===== config.mk =====
export PLATFORM = sky130hd
export DESIGN_NAME = ex_mem_stage_reg
export DESIGN_NICKNAME = d
export VERILOG_FILES = /design/src/rtl/ex_mem_stage_reg.sv
export SDC_FILE = /design/constraint.sdc
export NUM_CORES = 1
export LEC_CHECK = 0
export CAP_MARGIN = 20
export CORE_MARGIN = 3
export CORE_UTILIZATION = 47
export CTS_BUF_LIST = sky130_fd_sc_hd__clkbuf_4
export DETAILED_ROUTE_END_ITERATION = 10
export PLACE_DENSITY = 0.81
export REMOVE_ABC_BUFFERS = 1
export SETUP_SLACK_MARGIN = 0.3
export SLEW_MARGIN = 20
export SYNTH_ARGS = -nofsm -noshare
export SYNTH_HDL_FRONTEND = slang
export SYNTH_SLANG_ARGS = --single-unit
export TNS_END_PERCENT = 20

===== constraint.sdc =====
create_clock -name clk -period 7.97 [get_ports clk]
set_input_delay 1.594 -clock clk [delete_from_list [all_inputs] [get_ports clk]]
set_output_delay 1.594 -clock clk [all_outputs]
set_load 0.02 [all_outputs]

===== src/rtl/ex_mem_stage_reg.sv =====
// EX/MEM pipeline register with a 2-entry skid buffer and valid/ready handshake.
// in_ready is registered state (NOT skid valid), so out_ready never reaches it combinationally.
module ex_mem_stage_reg #(
  parameter int DATA_W = 32,
  parameter int REG_W  = 5
) (
  input  logic              clk,
  input  logic              rst,
  input  logic              in_valid,
  output logic              in_ready,
  input  logic              flush,
  input  logic [1:0]        wb_ctl_in,
  input  logic [2:0]        m_ctl_in,
  input  logic [DATA_W-1:0] add_result_in,
  input  logic              alu_zero_in,
  input  logic [DATA_W-1:0] alu_result_in,
  input  logic [DATA_W-1:0] rdata2_in,
  input  logic [REG_W-1:0]  wreg_in,
  output logic              out_valid,
  input  logic              out_ready,
  output logic [1:0]        wb_ctl_out,
  output logic [2:0]        m_ctl_out,
  output logic [DATA_W-1:0] add_result_out,
  output logic              alu_zero_out,
  output logic [DATA_W-1:0] alu_result_out,
  output logic [DATA_W-1:0] rdata2_out,
  output logic [REG_W-1:0]  wreg_out,
  output logic              pcsrc_out
);

  typedef struct packed {
    logic [1:0]        wb;
    logic [2:0]        m;
    logic [DATA_W-1:0] add;
    logic              zero;
    logic [DATA_W-1:0] alu;
    logic [DATA_W-1:0] rd2;
    logic [REG_W-1:0]  wreg;
  } entry_t;

  entry_t main_q, main_d, skid_q, skid_d, in_e;
  logic   main_vld_q, main_vld_d, skid_vld_q, skid_vld_d;
  logic   accept;

  assign in_e = '{wb: wb_ctl_in, m: m_ctl_in, add: add_result_in, zero: alu_zero_in,
                  alu: alu_result_in, rd2: rdata2_in, wreg: wreg_in};

  assign in_ready = ~skid_vld_q;
  assign accept   = in_valid & ~skid_vld_q;

  always_comb begin
    main_d     = main_q;
    skid_d     = skid_q;
    main_vld_d = main_vld_q;
    skid_vld_d = skid_vld_q;
    if (flush) begin
      // Data fields keep their last value; only the valid bits are dropped.
      main_vld_d = 1'b0;
      skid_vld_d = 1'b0;
    end else if (!main_vld_q || out_ready) begin
      if (skid_vld_q) begin
        main_d     = skid_q;
        main_vld_d = 1'b1;
        skid_vld_d = 1'b0;
      end else if (accept) begin
        main_d     = in_e;
        main_vld_d = 1'b1;
      end else begin
        main_vld_d = 1'b0;
      end
    end else if (accept) begin
      skid_d     = in_e;
      skid_vld_d = 1'b1;
    end
  end

  always_ff @(posedge clk or posedge rst) begin
    if (rst) begin
      main_q     <= '0;
      skid_q     <= '0;
      main_vld_q <= 1'b0;
      skid_vld_q <= 1'b0;
    end else begin
      main_q     <= main_d;
      skid_q     <= skid_d;
      main_vld_q <= main_vld_d;
      skid_vld_q <= skid_vld_d;
    end
  end

  // Control fields read as a bubble whenever the main entry is empty.
  assign out_valid      = main_vld_q;
  assign wb_ctl_out     = main_vld_q ? main_q.wb : 2'b00;
  assign m_ctl_out      = main_vld_q ? main_q.m  : 3'b000;
  assign add_result_out = main_q.add;
  assign alu_zero_out   = main_q.zero;
  assign alu_result_out = main_q.alu;
  assign rdata2_out     = main_q.rd2;
  assign wreg_out       = main_q.wreg;
  assign pcsrc_out      = main_q.m[2] & main_q.zero & main_vld_q;

endmodule


# Word-level counts from Yosys, hierarchy flattened
# Index checks and enable logic that the tools add are counted.
# word_totals
output_inout_bits	110
in_bits	112
wordCells	40
ff_bits	216
# classes
n_reduce_logical	7
n_mux	11
n_bitwise	6
# op_table
op	n
107-bit two-way mux	2
1-bit two-way mux	7
3-bit AND reduction	2
2-bit nonzero test	2
1-bit AND	3
3-bit two-way mux	1
1-bit inverter	3
3-bit nonzero test	1
2-bit two-way mux	1
1-bit logical NOT	1
1-bit logical OR	1

# Depth between registers and ports, before layout
# Gate-level depths: netlist (run 1).
# depth
depth_word	6
ltp_mapped	6

# Least setup slack after synthesis (run 1)
# OpenSTA, ideal clock, no wires.
# synth_timing
path_kind	in2reg
from	input port out_ready
to	register main_q (netlist bit rdata2_out[10])
setup_ns	0.125
arrival_time_ns	2.685
n_path_buf	2
slack_ns	5.160
path_stages	5
required_ns	7.845
path_cell_list	and2b_4 -> nor3_4 -> buf_4 -> buf_6 -> mux2_2
# synth_via
elab_chain_cells	2
# synth_lines
element	line_no	source
from (decl)	20	input logic out_ready,
1-bit logical OR	60	end else if (!main_vld_q || out_ready) begin
3-bit AND reduction (no source line)	--	
to (signal assigned)	84	main_q <= main_d;
to (decl)	41	entry_t main_q, main_d, skid_q, skid_d, in_e;
# No other way between the ends.
# A chain may end at the register's enable or synchronous reset.

# Worst setup path in the final report (run 1)
# layout_timing
from	register skid_vld_q
to	register main_q (netlist bit rdata2_out[1])
# layout_via
elab_chain_cells	4
elab_cells_between_ends	5
cone_classes	mux (1); bitwise (2); reduce/logical (2)
# layout_lines
element	line_no	source
from (decl)	42	logic main_vld_q, main_vld_d, skid_vld_q, skid_vld_d;
from (signal assigned)	87	skid_vld_q <= skid_vld_d;
1-bit inverter	49	assign accept = in_valid & ~skid_vld_q;
1-bit AND	49	
2-bit nonzero test (no source line)	--	
3-bit AND reduction (no source line)	--	
# Several ways; a longest one is shown, not always the timed one.

==> results of run 1 <==
==> final cells by class <==
class                           instances  area [um^2]
Sequential cell                       216         5410
Inverter                                2         15.0
Multi-Input combinational cell        335         3720
Clock buffer                           81          608
Tap cell                              270          338
Clock inverter                         12         72.6
Timing Repair Buffer                  227         2280
Antenna cell                            1         2.50
Fill cell                            1678         8180
==> per-layer routing <==
layer | vias up | GRT usage | routed length [um]
met5 | - | 0 | 0
met4 | 0 | 0.0535 | 363
met1 | 2922 | 0.209 | 8300
met2 | 182 | 0.286 | 9680
li1 | 2639 | - | -
met3 | 33 | 0.0551 | 1310
==> logic make-up after synthesis <==
logic type	synth area share
multiplexers	0.358
buffers and inverters	0.0960
flip-flops	0.536
AO/OA/AOI/OAI	0.000496
AND/OR/NAND/NOR	0.00918
==> worst max path at each step <==
| stage | from | end | slack [ns] | cells past startpoint |
|---|---|---|---|---|
| final | skid_vld_q$_DFFE_PP0P_ | rdata2_out[1]$_DFFE_PP0P_ | 3.89 | 6 |
| after global routing | skid_vld_q$_DFFE_PP0P_ | alu_result_out[9]$_DFFE_PP0P_ | 3.59 | 6 |
| after CTS | skid_vld_q$_DFFE_PP0P_ | wreg_out[2]$_DFFE_PP0P_ | 3.76 | 6 |
| after detailed placement | out_ready | add_result_out[29]$_DFFE_PP0P_ | 3.59 | 6 |
| after global placement | out_ready | rdata2_out[30]$_DFFE_PP0P_ | 3.62 | 6 |
| after floorplan | rst | add_result_out[0]$_DFFE_PP0P_ | 0.47 | 1 |
==> metrics by stage <==
step / hold WS, ns / setup WS, ns / utilization
finish: 0.486 / 3.89 / 0.603
global route: 0.502 / 3.59 / 0.603
CTS: 0.493 / 3.76 / 0.602
detailed placement: 0.475 / 3.59 / 0.569
global placement: 0.468 / 3.62 / 0.569
floorplan: 0.459 / 0.468 / -
==> power by group <==
part           switching, W  total (W)  internal [W]
clock              0.000421   0.000914      0.000492
sequential         0.000120    0.00146       0.00134
combinational      0.000300   0.000725      0.000425
total              0.000841    0.00310       0.00226
==> state kept, by name, summed over array words and instances (netlist names) <==
register	cells
skid_q	107
add_result_out	32
alu_result_out	32
rdata2_out	32
main_q	5
wreg_out	5
alu_zero_out	1
out_valid	1
skid_vld_q	1
==> cells in the final DEF (no fill, tap or decap), drive strengths merged <==
cell / netlist / layout
diode: 0 / 1
nor2: 2 / 2
clkbuf: 8 / 81
nor3: 2 / 2
nand2b: 1 / 1
a21oi: 1 / 1
clkinv: 0 / 10
dfrtp: 216 / 216
buf: 127 / 6
inv: 2 / 3
and2: 5 / 5
clkdlybuf4s50: 0 / 221
and3: 1 / 1
nand3: 1 / 1
and2b: 1 / 1
bufinv: 0 / 1
mux2: 321 / 321
==> worst reg2reg max path: cells and delay by family, from the launching register on <==
| family | cells | cell delay (ns) |
|---|---|---|
| buffers and inverters | 3 | 2.26 |
| flip-flops | 1 | 0.79 |
| multiplexers | 1 | 0.47 |
| AND/OR/NAND/NOR | 2 | 0.44 |
==> flow_metrics.tcl, run 1 <==
set metrics [dict create \
    final-hold-violation-count 0 \
    crit_type "flop to flop" \
    place_congestion 0.724 \
    async_flop_share 1.00 \
    crit_path_end_kind "flop" \
    hpwlAfterDp_mm 12.4 \
    drtIter0Drc 144 \
    r2r_slack_ns 3.89 \
    grt_pass1_wl_mm 32.7 \
    slew_viol_final 0 \
    cts_resized 0 \
    syn_area_um2 10100 \
    final_nets 949 \
    fin_crit_sh 0.512 \
    seq_area_frac_synth 0.536 \
    setup_viol 0 \
    drive_gt1_frac 0.430 \
    finalWirelength_mm 19.7 \
    cts_tree "done" \
    portBuffers 221 \
    cp_slowest_stage_delay_ns 0.90 \
    dieHeight_um 152 \
    drc 0 \
    row_count 52 \
    leakage_nw 5.24 \
    fin_area_um2 12400 \
    cts_buffers 55 \
    post-place-cells 1049 \
    grt-ovfl-total 0 \
    fin_skew_ns 0.0292 \
    design.core.area_um2 20600 \
    cp.required_ns 8.47 \
    drt-wirelength-per-cell_um 17.2 \
    htreeDepth 2 \
    hold_path_startpoint "skid_q[97]$_DFFE_PP0P_" \
    die_w_um 152 \
    postRouteAntennaNets 0 \
    synth_top_cell_by_area "dfrtp_1" \
    crit_arrival_ns 4.58 \
    syn_area_per_cell_um2 14.7 \
    grt_max_degree 148 \
    syn_to_final_growth_pct 23.4 \
    placed_cell_area_um2 11700 \
    synth-edff-count 0 \
    dr_total_vias 5776 \
    yosysUniqueCellTypes 17 \
    cts_max_path_buffers 3 \
    netlist_instances 688 \
    crit_slowest_cell "buf_4" \
    start_kind "flop" \
    root_buffer "clkbuf_4" \
    powerDensity_nw_per_um2 249 \
    setup_tns_ns 0 \
    clk_latency_ns 0.65 \
    crit_top_cell "buf_4" \
    relSlewSlack 0.297 \
    r2r-start "skid_vld_q$_DFFE_PP0P_" \
    r2r_cells 6 \
    synthFlopType "dfrtp_1" \
    crit_chain "buf_4, nor2_1, nor3_4, buf_4, buf_4, mux2_2" \
    finalNonFillerCells 1144 \
    worst_pin_slew_ns 1.06 \
    grt_antenna_before_repair 1 \
    whs_endpoint "skid_q[97]$_DFFE_PP0P_" \
    post_cts_buffers 0 \
    yosysWarnings 0 \
    rsz0062_at_grt "false" \
    maxCapViolCount 0 \
    ir_drop_v 0.000154 \
    die_area_um2 23300 \
    grt_use_total 0.170 \
    max_freq_mhz 245 \
    path_buf_inv 3 \
    routed_via_density 5.05 \
    synth.most_common_cell "mux2_2" \
    status "finished, final reports clean" \
    io_pins 222 \
    clock_sinks 216 \
    power_w 0.00310 \
    critPathTopFamily "buffers and inverters" \
    clk_pin_slew_worst_paths_ns 0.07 \
    path_max_fanout 72 \
    rr_endpoint "rdata2_out[1]$_DFFE_PP0P_" \
    hold_buffers 0 \
    fin_crit_ns 4.08 \
    yosys-top-cells-count "mux2_2 (280), dfrtp_1 (216), buf_4 (103)" \
    synthTopCellsByArea "dfrtp_1 (54%), mux2_2 (31%), buf_4 (7.7%)" \
    grt_pass1_vias 6402 \
    start_util 0.489 \
    synth_top_cell_area_share 0.536 \
    hold_path.class "flop to flop" \
    drtPass1Iterations 4 \
    worstHoldPathCells 1 \
    ys_ff_latch 216 \
]
No activity file was read; power rests on OpenSTA's default activity.
==> inputs of run 2 (changes only) <==
--- a/config.mk
+++ b/config.mk
@@ -10,7 +10,7 @@
 export CORE_UTILIZATION = 47
 export CTS_BUF_LIST = sky130_fd_sc_hd__clkbuf_4
 export DETAILED_ROUTE_END_ITERATION = 10
-export PLACE_DENSITY = 0.81
+export PLACE_DENSITY = 0.78
 export REMOVE_ABC_BUFFERS = 1
 export SETUP_SLACK_MARGIN = 0.3
 export SLEW_MARGIN = 20
==> constraint.sdc (replaced) <==
create_clock -name clk -period 4.2 [get_ports clk]
set_input_delay 0.84 -clock clk [delete_from_list [all_inputs] [get_ports clk]]
set_output_delay 0.84 -clock clk [all_outputs]
set_load 0.02 [all_outputs]
==> run 2 against run 1 <==
- first-iteration DRC count rose by 2.1%
- global-route usage rose by 0.44 points
- critical path depth fell by 4
- flip-flop and latch count did not move
- sequential power rose by 90%
- die area did not move
- worst hold slack improved by 0.0022 ns
- core utilization rose by 0.085 points
- clock-buffer cell count rose by 4
- highest routed layer unchanged
- non-clock buffer count rose by 1
- critical path type is now flop to primary output
- worst setup slack got worse by 2.4 ns
==> flow_metrics.tcl, run 2 (synthesis results as in run 1) <==
set metrics [dict create \
    status "finished, final reports clean" \
    mostFrequentLayoutCells "mux2_2 (280), clkdlybuf4s50_1 (221), dfrtp_1 (215)" \
    place_congestion 0.766 \
    cp.required_ns 3.36 \
    root_buffer "clkbuf_4" \
    grt-ovfl-total 0 \
    routed_via_density 5.07 \
    drtPass1Iterations 4 \
    final_nets 951 \
    drc 0 \
    finalNonFillerCells 1143 \
    rsz0062_at_grt "false" \
    die_w_um 152 \
    finalWirelength_mm 20.4 \
    cts_tree "done" \
    hold_path.class "flop to flop" \
    dr_total_vias 5790 \
    dieHeight_um 152 \
    design.core.area_um2 20600 \
    largest_reg_flops 107 \
    fin_crit_ns 2.72 \
    hpwlAfterDp_mm 13.1 \
    post-place-cells 1051 \
    grt_use_total 0.174 \
    htreeDepth 2 \
    clk_pin_slew_worst_paths_ns 0.08 \
    grt_pass1_vias 6496 \
    leakage_nw 5.24 \
    drt-wirelength-per-cell_um 17.9 \
    grt_max_degree 108 \
    start_util 0.489 \
    drtIter0Drc 147 \
    worst_pin_slew_ns 0.629 \
    hold_path_startpoint "skid_q[95]$_DFFE_PP0P_" \
    nFillCells 1556 \
    grt_antenna_before_repair 1 \
    max_freq_mhz 367 \
    relSlewSlack 0.581 \
    final-hold-violation-count 0 \
    cts_max_path_buffers 3 \
    final_common_cell "mux2_2" \
    cp_slowest_stage_delay_ns 0.60 \
    ir_drop_v 0.000318 \
    crit_slowest_cell "clkdlybuf4s50_1" \
    syn_to_final_growth_pct 23.5 \
    start_kind "flop" \
    r2r-start "out_valid$_DFFE_PP0P_" \
    cp-endpoint "pcsrc_out" \
    crit_type "flop to primary output" \
    clock_sinks 216 \
    crit_arrival_ns 1.88 \
    io_pins 222 \
    grt_pass1_wl_mm 33.6 \
    cts_buffers 56 \
    top_register "skid_q" \
    setup_viol 0 \
    path_max_fanout 9 \
    portBuffers 221 \
    drive_gt1_frac 0.432 \
    setup_tns_ns 0 \
    slew_viol_final 0 \
    fin_skew_ns 0.0148 \
    cts_resized 0 \
    die_area_um2 23300 \
    crit_path_end_kind "primary output" \
    row_count 52 \
    critPathLaunch "out_valid$_DFFE_PP0P_" \
    fin_crit_sh 0.648 \
    rr_endpoint "rdata2_out[12]$_DFFE_PP0P_" \
    r2r_slack_ns 2.20 \
    r2r_cells 4 \
    crit_chain "and3_1, clkdlybuf4s50_1" \
    hold_buffers 0 \
    postRouteAntennaNets 0 \
    powerDensity_nw_per_um2 471 \
    post_cts_buffers 0 \
    clk_latency_ns 0.61 \
    maxCapViolCount 0 \
]
[run 2: cell types whose count changed in the layout (fill, tap and decap cells not counted)]
cell,change
buf_4,-2
clkinv_1,-3
clkinv_2,-1
bufinv_16,-1
buf_12,+4
buf_16,-1
inv_2,-1
clkbuf_4,+4
[run 2: how the worst min path moves through the flow]
| stage | endpoint | slack (ns) | cells past startpoint |
|---|---|---|---|
| finish | skid_q[95]$_DFFE_PP0P_ | 0.49 | 1 |
| global route | skid_q[78]$_DFFE_PP0P_ | 0.51 | 1 |
| CTS | rdata2_out[19]$_DFFE_PP0P_ | 0.49 | 1 |
| detailed placement | rdata2_out[19]$_DFFE_PP0P_ | 0.48 | 1 |
| global placement | skid_q[88]$_DFFE_PP0P_ | 0.47 | 1 |
| floorplan | skid_q[100]$_DFFE_PP0P_ | 0.46 | 1 |
[run 2: routing by layer]
metal,vias up,track usage,wire length (um)
met5,-,0,0
met4,0,0.0602,476
met3,37,0.0449,1070
met2,168,0.297,10200
met1,2933,0.216,8730
li1,2652,-,-
[run 2: report_power, final]
group          leakage [nW]  internal (W)  total [W]  switching [W]
Clock                 0.400      0.000905    0.00170       0.000791
Sequential             2.59       0.00254    0.00278       0.000242
Combinational          2.25      0.000809    0.00139       0.000581
[run 2: per-stage QoR]
stage | utilization | setup WS (ns) | total power (W) | instance area [um^2] | hold slack, ns
CTS | 0.604 | 1.40 | 0.00597 | 12500 | 0.493
global placement | 0.572 | 1.41 | 0.00414 | 11800 | 0.468
finish | 0.604 | 1.48 | 0.00587 | 12500 | 0.489
detailed placement | 0.572 | 1.37 | 0.00423 | 11800 | 0.479
floorplan | - | -2.55 | 0.00353 | 9130 | 0.459
global route | 0.604 | 1.31 | 0.00621 | 12500 | 0.511
[run 2: cell type report]
type                    instances  area, um^2  area share
repair buffers                228        2310       0.186
inverters                       2        15.0     0.00121
clock buffers                  85         638      0.0512
diodes                          1        2.50    0.000201
flip-flops and latches        216        5410       0.434
clock inverters                 6        22.5     0.00181
multi-input cells             335        3720       0.299
well taps                     270         338      0.0271
[run 2: worst max-delay path: cells and delay by family, from the launching register on]
family	cells	cell delay (ns)
buffers and inverters	1	0.60
DFF	1	0.46
and+or+nand+nor	1	0.20
==> inputs of run 3 (changes only) <==
==> constraint.sdc (replaced) <==
create_clock -name clk -period 2.6 [get_ports clk]
set_input_delay 0.52 -clock clk [delete_from_list [all_inputs] [get_ports clk]]
set_output_delay 0.52 -clock clk [all_outputs]
set_load 0.02 [all_outputs]
==> run 3 against run 2 <==
- clock skew up 0.010 ns
- register-to-register slack worse by 1.7 ns
- highest routed layer unchanged
- sequential share of layout area down 0.62 points
- non-clock buffer count up 6
- first-iteration DRC count decreased by 5.4%
- combinational power rose by 63%
- total power increased by 63%
- critical endpoint is now m_ctl_out[0]
- critical path depth unchanged
==> flow_metrics.tcl, run 3 (synthesis results as in run 1) <==
set metrics [dict create \
    final_common_cell "mux2_2" \
    start_util 0.489 \
    crit_type "flop to primary output" \
    drtIter0Drc 139 \
    fin_crit_ns 2.33 \
    worst_pin_slew_ns 0.624 \
    crit_path_end_kind "primary output" \
    hold_path.class "primary input to async pin" \
    design.core.area_um2 20600 \
    fin_area_um2 12600 \
    cts_max_path_buffers 3 \
    cp.required_ns 2.08 \
    place_congestion 0.768 \
    cp_slowest_stage_delay_ns 0.60 \
    top_register "skid_q" \
    drt-wirelength-per-cell_um 18.0 \
    largest_reg_flops 107 \
    crit_slowest_cell "clkdlybuf4s50_1" \
    routed_via_density 5.05 \
    grt-ovfl-total 0 \
    relSlewSlack 0.584 \
    clk_latency_ns 0.63 \
    finalNonFillerCells 1156 \
    powerDensity_nw_per_um2 759 \
    post-place-cells 1055 \
    htreeDepth 2 \
    io_pins 222 \
    path_max_fanout 9 \
    grt_use_total 0.181 \
    grt_pass1_wl_mm 34.9 \
    max_freq_mhz 430 \
    switchingPower_w 0.00265 \
    syn_to_final_growth_pct 25.3 \
    fin_skew_ns 0.0252 \
    switching_share 0.276 \
    postRouteAntennaNets 0 \
    dr_total_vias 5839 \
    grt_pass1_vias 6821 \
    grt_antenna_before_repair 0 \
    clock_sinks 216 \
    dp_worst_setup_slack_ns 0.207 \
    drtPass1Iterations 4 \
    leakage_nw 5.35 \
    p_comb_frac 0.236 \
    clk_pin_slew_worst_paths_ns 0.07 \
    portBuffers 221 \
    internal_power_w 0.00694 \
    grt_max_degree 83 \
    start_kind "flop" \
    status "finished, final reports clean" \
    drc 0 \
    placed_cell_area_um2 11900 \
    crit_arrival_ns 1.81 \
    die_w_um 152 \
    hpwlAfterDp_mm 13.8 \
    r2r_slack_ns 0.55 \
    final-hold-violation-count 0 \
    dieHeight_um 152 \
    fin_ws_ns 0.274 \
    setup_viol 0 \
    finalWirelength_mm 20.8 \
    mostFrequentLayoutCells "mux2_2 (280), clkdlybuf4s50_1 (219), dfrtp_1 (214)" \
    cts_buffers 57 \
    die_area_um2 23300 \
    row_count 52 \
    crit_chain "and2_1, clkdlybuf4s50_1" \
    rsz0062_at_grt "true" \
    ir_drop_v 0.000495 \
    maxCapViolCount 0 \
    slew_viol_final 0 \
    seq_power_share 0.469 \
    nFillCells 1577 \
    drive_gt1_frac 0.440 \
    fin_crit_sh 0.895 \
    cts_tree "done" \
    antennaDiodeCount 0 \
    pwr-share-clk 0.294 \
    final_nets 958 \
    root_buffer "clkbuf_4" \
]
[run 3: changes by cell type in the layout (fill, tap and decap cells not counted), moves of 2 or more]
cell,change
clkinv_2,+4
buf_12,+7
clkdlybuf4s50_1,-2
clkinv_1,+2
buf_4,-2
clkbuf_4,+2
[run 3: stage by stage]
stage	util	total power (W)	setup TNS [ns]	hold slack, ns
2_1_floorplan	-	0.00570	-1413.25	0.459
3_3_place_gp	0.578	0.00671	0	0.467
3_5_place_dp	0.578	0.00685	0	0.477
4_1_cts	0.613	0.00975	0	0.354
5_1_grt	0.613	0.0101	0	0.385
6_report	0.613	0.00959	0	0.354
[run 3: worst paths after layout]
| kind | depth (start not counted) | end | start |
|---|---|---|---|
| worst min-delay path | 2 | alu_result_out[27]$_DFFE_PP0P_ | rst |
| worst max-delay path | 2 | m_ctl_out[0] | out_valid$_DFFE_PP0P_ |
| min in group clk | 1 | rdata2_out[19]$_DFFE_PP0P_ | rdata2_out[19]$_DFFE_PP0P_ |
| worst min register to register | 1 | rdata2_out[19]$_DFFE_PP0P_ | rdata2_out[19]$_DFFE_PP0P_ |
| worst max register to register | 5 | skid_q[87]$_DFFE_PP0P_ | skid_vld_q$_DFFE_PP0P_ |
| max in group asynchronous | 3 | skid_q[63]$_DFFE_PP0P_ | rst |
[run 3: routing by layer]
metal,track usage,up-vias,part of all wire
met2,0.316,176,0.51
met1,0.213,2957,0.41
met4,0.0636,0,0.026
met3,0.0540,47,0.059
li1,-,2659,-
met5,0,-,0
[run 3: power groups by stage]
stage	Clock [W]	Combinational, W	Sequential [W]
finish	0.00282	0.00227	0.00450
global route	0.00314	0.00242	0.00459
CTS	0.00295	0.00230	0.00450
detailed placement	0	0.00229	0.00456
global placement	0	0.00221	0.00450
floorplan	0	0.000880	0.00482
[run 3: layout make-up]
| cell class | instances | area, um^2 | area share |
|---|---|---|---|
| Sequential cell | 216 | 5410 | 0.428 |
| Timing Repair Buffer | 234 | 2460 | 0.194 |
| Inverter | 2 | 15.0 | 0.00119 |
| Clock inverter | 12 | 50.0 | 0.00396 |
| Multi-Input combinational cell | 335 | 3720 | 0.294 |
| Tap cell | 270 | 338 | 0.0267 |
| Clock buffer | 87 | 653 | 0.0517 |
[run 3: repair_timing]
action                     4_1_cts  5_1_grt
hold endpoints to repair         0        0
setup endpoints to repair        8        7
gates resized for setup          2        1
gates cloned                     0        0
setup buffers                    2        0
hold buffers                     0        0
[run 3: worst max-delay path, delay by kind of cell, from the launching register on]
family | cells | cell delay (ns)
flip-flops | 1 | 0.44
AND/OR/NAND/NOR | 1 | 0.15
buffers and inverters | 1 | 0.60
==> patch: new RTL, flow settings as in run 3 <==
Set the parameter `REG_W` to 10 (it was 5).
--- a/src/rtl/ex_mem_stage_reg.sv
+++ b/src/rtl/ex_mem_stage_reg.sv
@@ -4,3 +4,3 @@
   parameter int DATA_W = 32,
-  parameter int REG_W  = 5
+  parameter int REG_W  = 10
 ) (
Interface: changed (resized wreg_in and wreg_out); port bits go from 222 to 232. The function was not compared with the original's and may differ.
==> patch against run 3 <==
- synthesized area rose by 10%
- register-to-register slack better by 0.28 ns
- total power up 9.0%
- via count is 5.2% higher
- routed wire length increased by 5.3%
- sequential share of layout area is 1.7 points lower
- worst setup slack got worse by 0.024 ns
- sequential cell count up 10
- cell area up 9.0%
- critical path type unchanged
==> patch: results (changes against run 3) <==
metric;value;unit;change
Setup WS pre-CTS;0.3251;ns;was 0.2067 ns
Least-Margin Pin Slew;0.3913;ns;was 0.6244 ns
first-pass GRT wire length;36620;um;was 34870 um
router iterations before antenna repair;4;;unchanged
fraction of final layout cells sized beyond drive strength 1;0.4659;;was 0.4402
synth top area cells;dfrtp_1 (51%), mux2_2 (21%), mux2_4 (15%), buf_4 (7.1%), mux2_1 (2.5%);;was dfrtp_1 (54%), mux2_2 (31%), buf_4 (7.7%), mux2_1 (4.6%), buf_2 (0.89%)
top post-synthesis cells by count;dfrtp_1 (226), mux2_2 (203), mux2_4 (108);;was mux2_2 (280), dfrtp_1 (216), buf_4 (103)
crit path launch type;flip-flop;;unchanged
status;complete, no violations;;unchanged
Worst-path clk slew;0.07;ns;about the same
post-CTS setup repair buffer count;0;;was 2
Hold Crit Class;in2async;;unchanged
ys async rst share;1.000;;unchanged
post-synth cell types;21;;was 17
input/output buffers;231;;was 221
Synth Flop Type;dfrtp_1;;unchanged
H-tree depth;2;;unchanged
VDD IR max;0.5406;mV;was 0.4945 mV
CP delay by family, top;buffers and inverters;;unchanged
register area share after synthesis;0.5080;;was 0.5359
vias in the first global route;6888;;was 6821
Detailed Place HPWL;14690;um;was 13770 um
max incr delay on CP;0.59;ns;
initial antenna violation count;1;;was 0
Yosys warnings;0;;unchanged
Vias;6143;;was 5839
routability congestion estimate;0.7526;;was 0.7677
Clk Latency, worst-skew pair;0.66;ns;was 0.63 ns
Filler Cell Count;1866;;was 1577
leakage;6.152;nW;was 5.353 nW
Layout Nets;1010;;was 958
largest net degree at the start of global routing;59;;was 83
Largest Register;skid_q;;unchanged
worst r2r src;out_valid$_DFFE_PP0P_;;was skid_vld_q$_DFFE_PP0P_
initial detailed-routing violation count;207;;was 139
Largest register FFs;112;;was 107
CP Max Fanout;9;;unchanged
slowest CP cell;clkdlybuf4s50_1;;unchanged
CTS Buf Count;61;;was 57
Internal Power;0.007615;W;was 0.006944 W
Clock Tree Buf Depth;3;;unchanged
Routed WL;21940;um;was 20830 um
clk root buf;clkbuf_4;;unchanged
Setup Skew;0.02800;ns;was 0.02525 ns
GRT Overall Usage;0.1740;;was 0.1811
worst path arrival time;1.83;ns;was 1.81 ns
## patch: cell types whose count changed after synthesis, moves of 8 or more
cell     delta
dfrtp_1    +10
mux2_4    +108
buf_12      +8
mux2_1     -16
mux2_2     -77
## patch: power groups by stage
stage	clock [W]	sequential, W	combinational [W]
3_5_place_dp	0	0.00476	0.00268
6_report	0.00308	0.00472	0.00265
5_1_grt	0.00342	0.00482	0.00282
3_3_place_gp	0	0.00473	0.00263
2_1_floorplan	0	0.00507	0.00120
4_1_cts	0.00323	0.00472	0.00269
## patch: layer usage
metal	global-route usage	wire, um
met1	0.2165	9298
met2	0.2876	10580
met3	0.06329	1717
met4	0.04892	344
met5	0	0
## patch: layout make-up
| class | instances | share of cell area |
|---|---|---|
| Sequential cell | 226 | 0.4106 |
| Multi-Input combinational cell | 350 | 0.3119 |
| Timing Repair Buffer | 252 | 0.1920 |
| Clock buffer | 97 | 0.05282 |
| Tap cell | 313 | 0.02841 |
| Clock inverter | 11 | 0.002995 |
| Inverter | 2 | 0.001089 |
| Antenna cell | 1 | 0.0001815 |
## patch: kinds of logic (layout without fill, tap and decap cells)
group | Yosys count | after routing | share of synthesized area
other | 0 | 1 | 0
AND/OR/NAND/NOR | 13 | 13 | 0.009555
buffers and inverters | 145 | 362 | 0.1057
flip-flops | 226 | 226 | 0.5080
AO/OA/AOI/OAI | 1 | 1 | 0.0004492
multiplexers | 336 | 336 | 0.3763
## patch: path summary, 6_finish.rpt
path | to | slack, ns | cells past startpoint
setup / recovery | pcsrc_out | 0.25 | 2
hold / removal | skid_q[46]$_DFFE_PP0P_ | 0.30 | 2
setup reg to reg | add_result_out[24]$_DFFE_PP0P_ | 0.83 | 5
hold reg to reg | alu_result_out[30]$_DFFE_PP0P_ | 0.50 | 1
max in group asynchronous | skid_q[107]$_DFFE_PP0P_ | 1.69 | 3
min in group clk | alu_result_out[30]$_DFFE_PP0P_ | 0.50 | 1
## patch: per-stage QoR
step,hold WS [ns],total power (W),cells,instance area [um2],util
4_1_cts,0.2486,0.01064,1251,13780,0.5996
3_5_place_dp,0.4873,0.007440,1143,13010,0.5661
6_report,0.2956,0.01045,1252,13790,0.5998
3_3_place_gp,0.4710,0.007359,1143,13010,0.5661
5_1_grt,0.2636,0.01106,1252,13790,0.5998
2_1_floorplan,0.4729,0.006263,578,9963,-
## patch: repair_timing
action	in CTS	in global routing
resized for setup	2	1
setup endpoints to repair	8	7
pin swaps	0	0
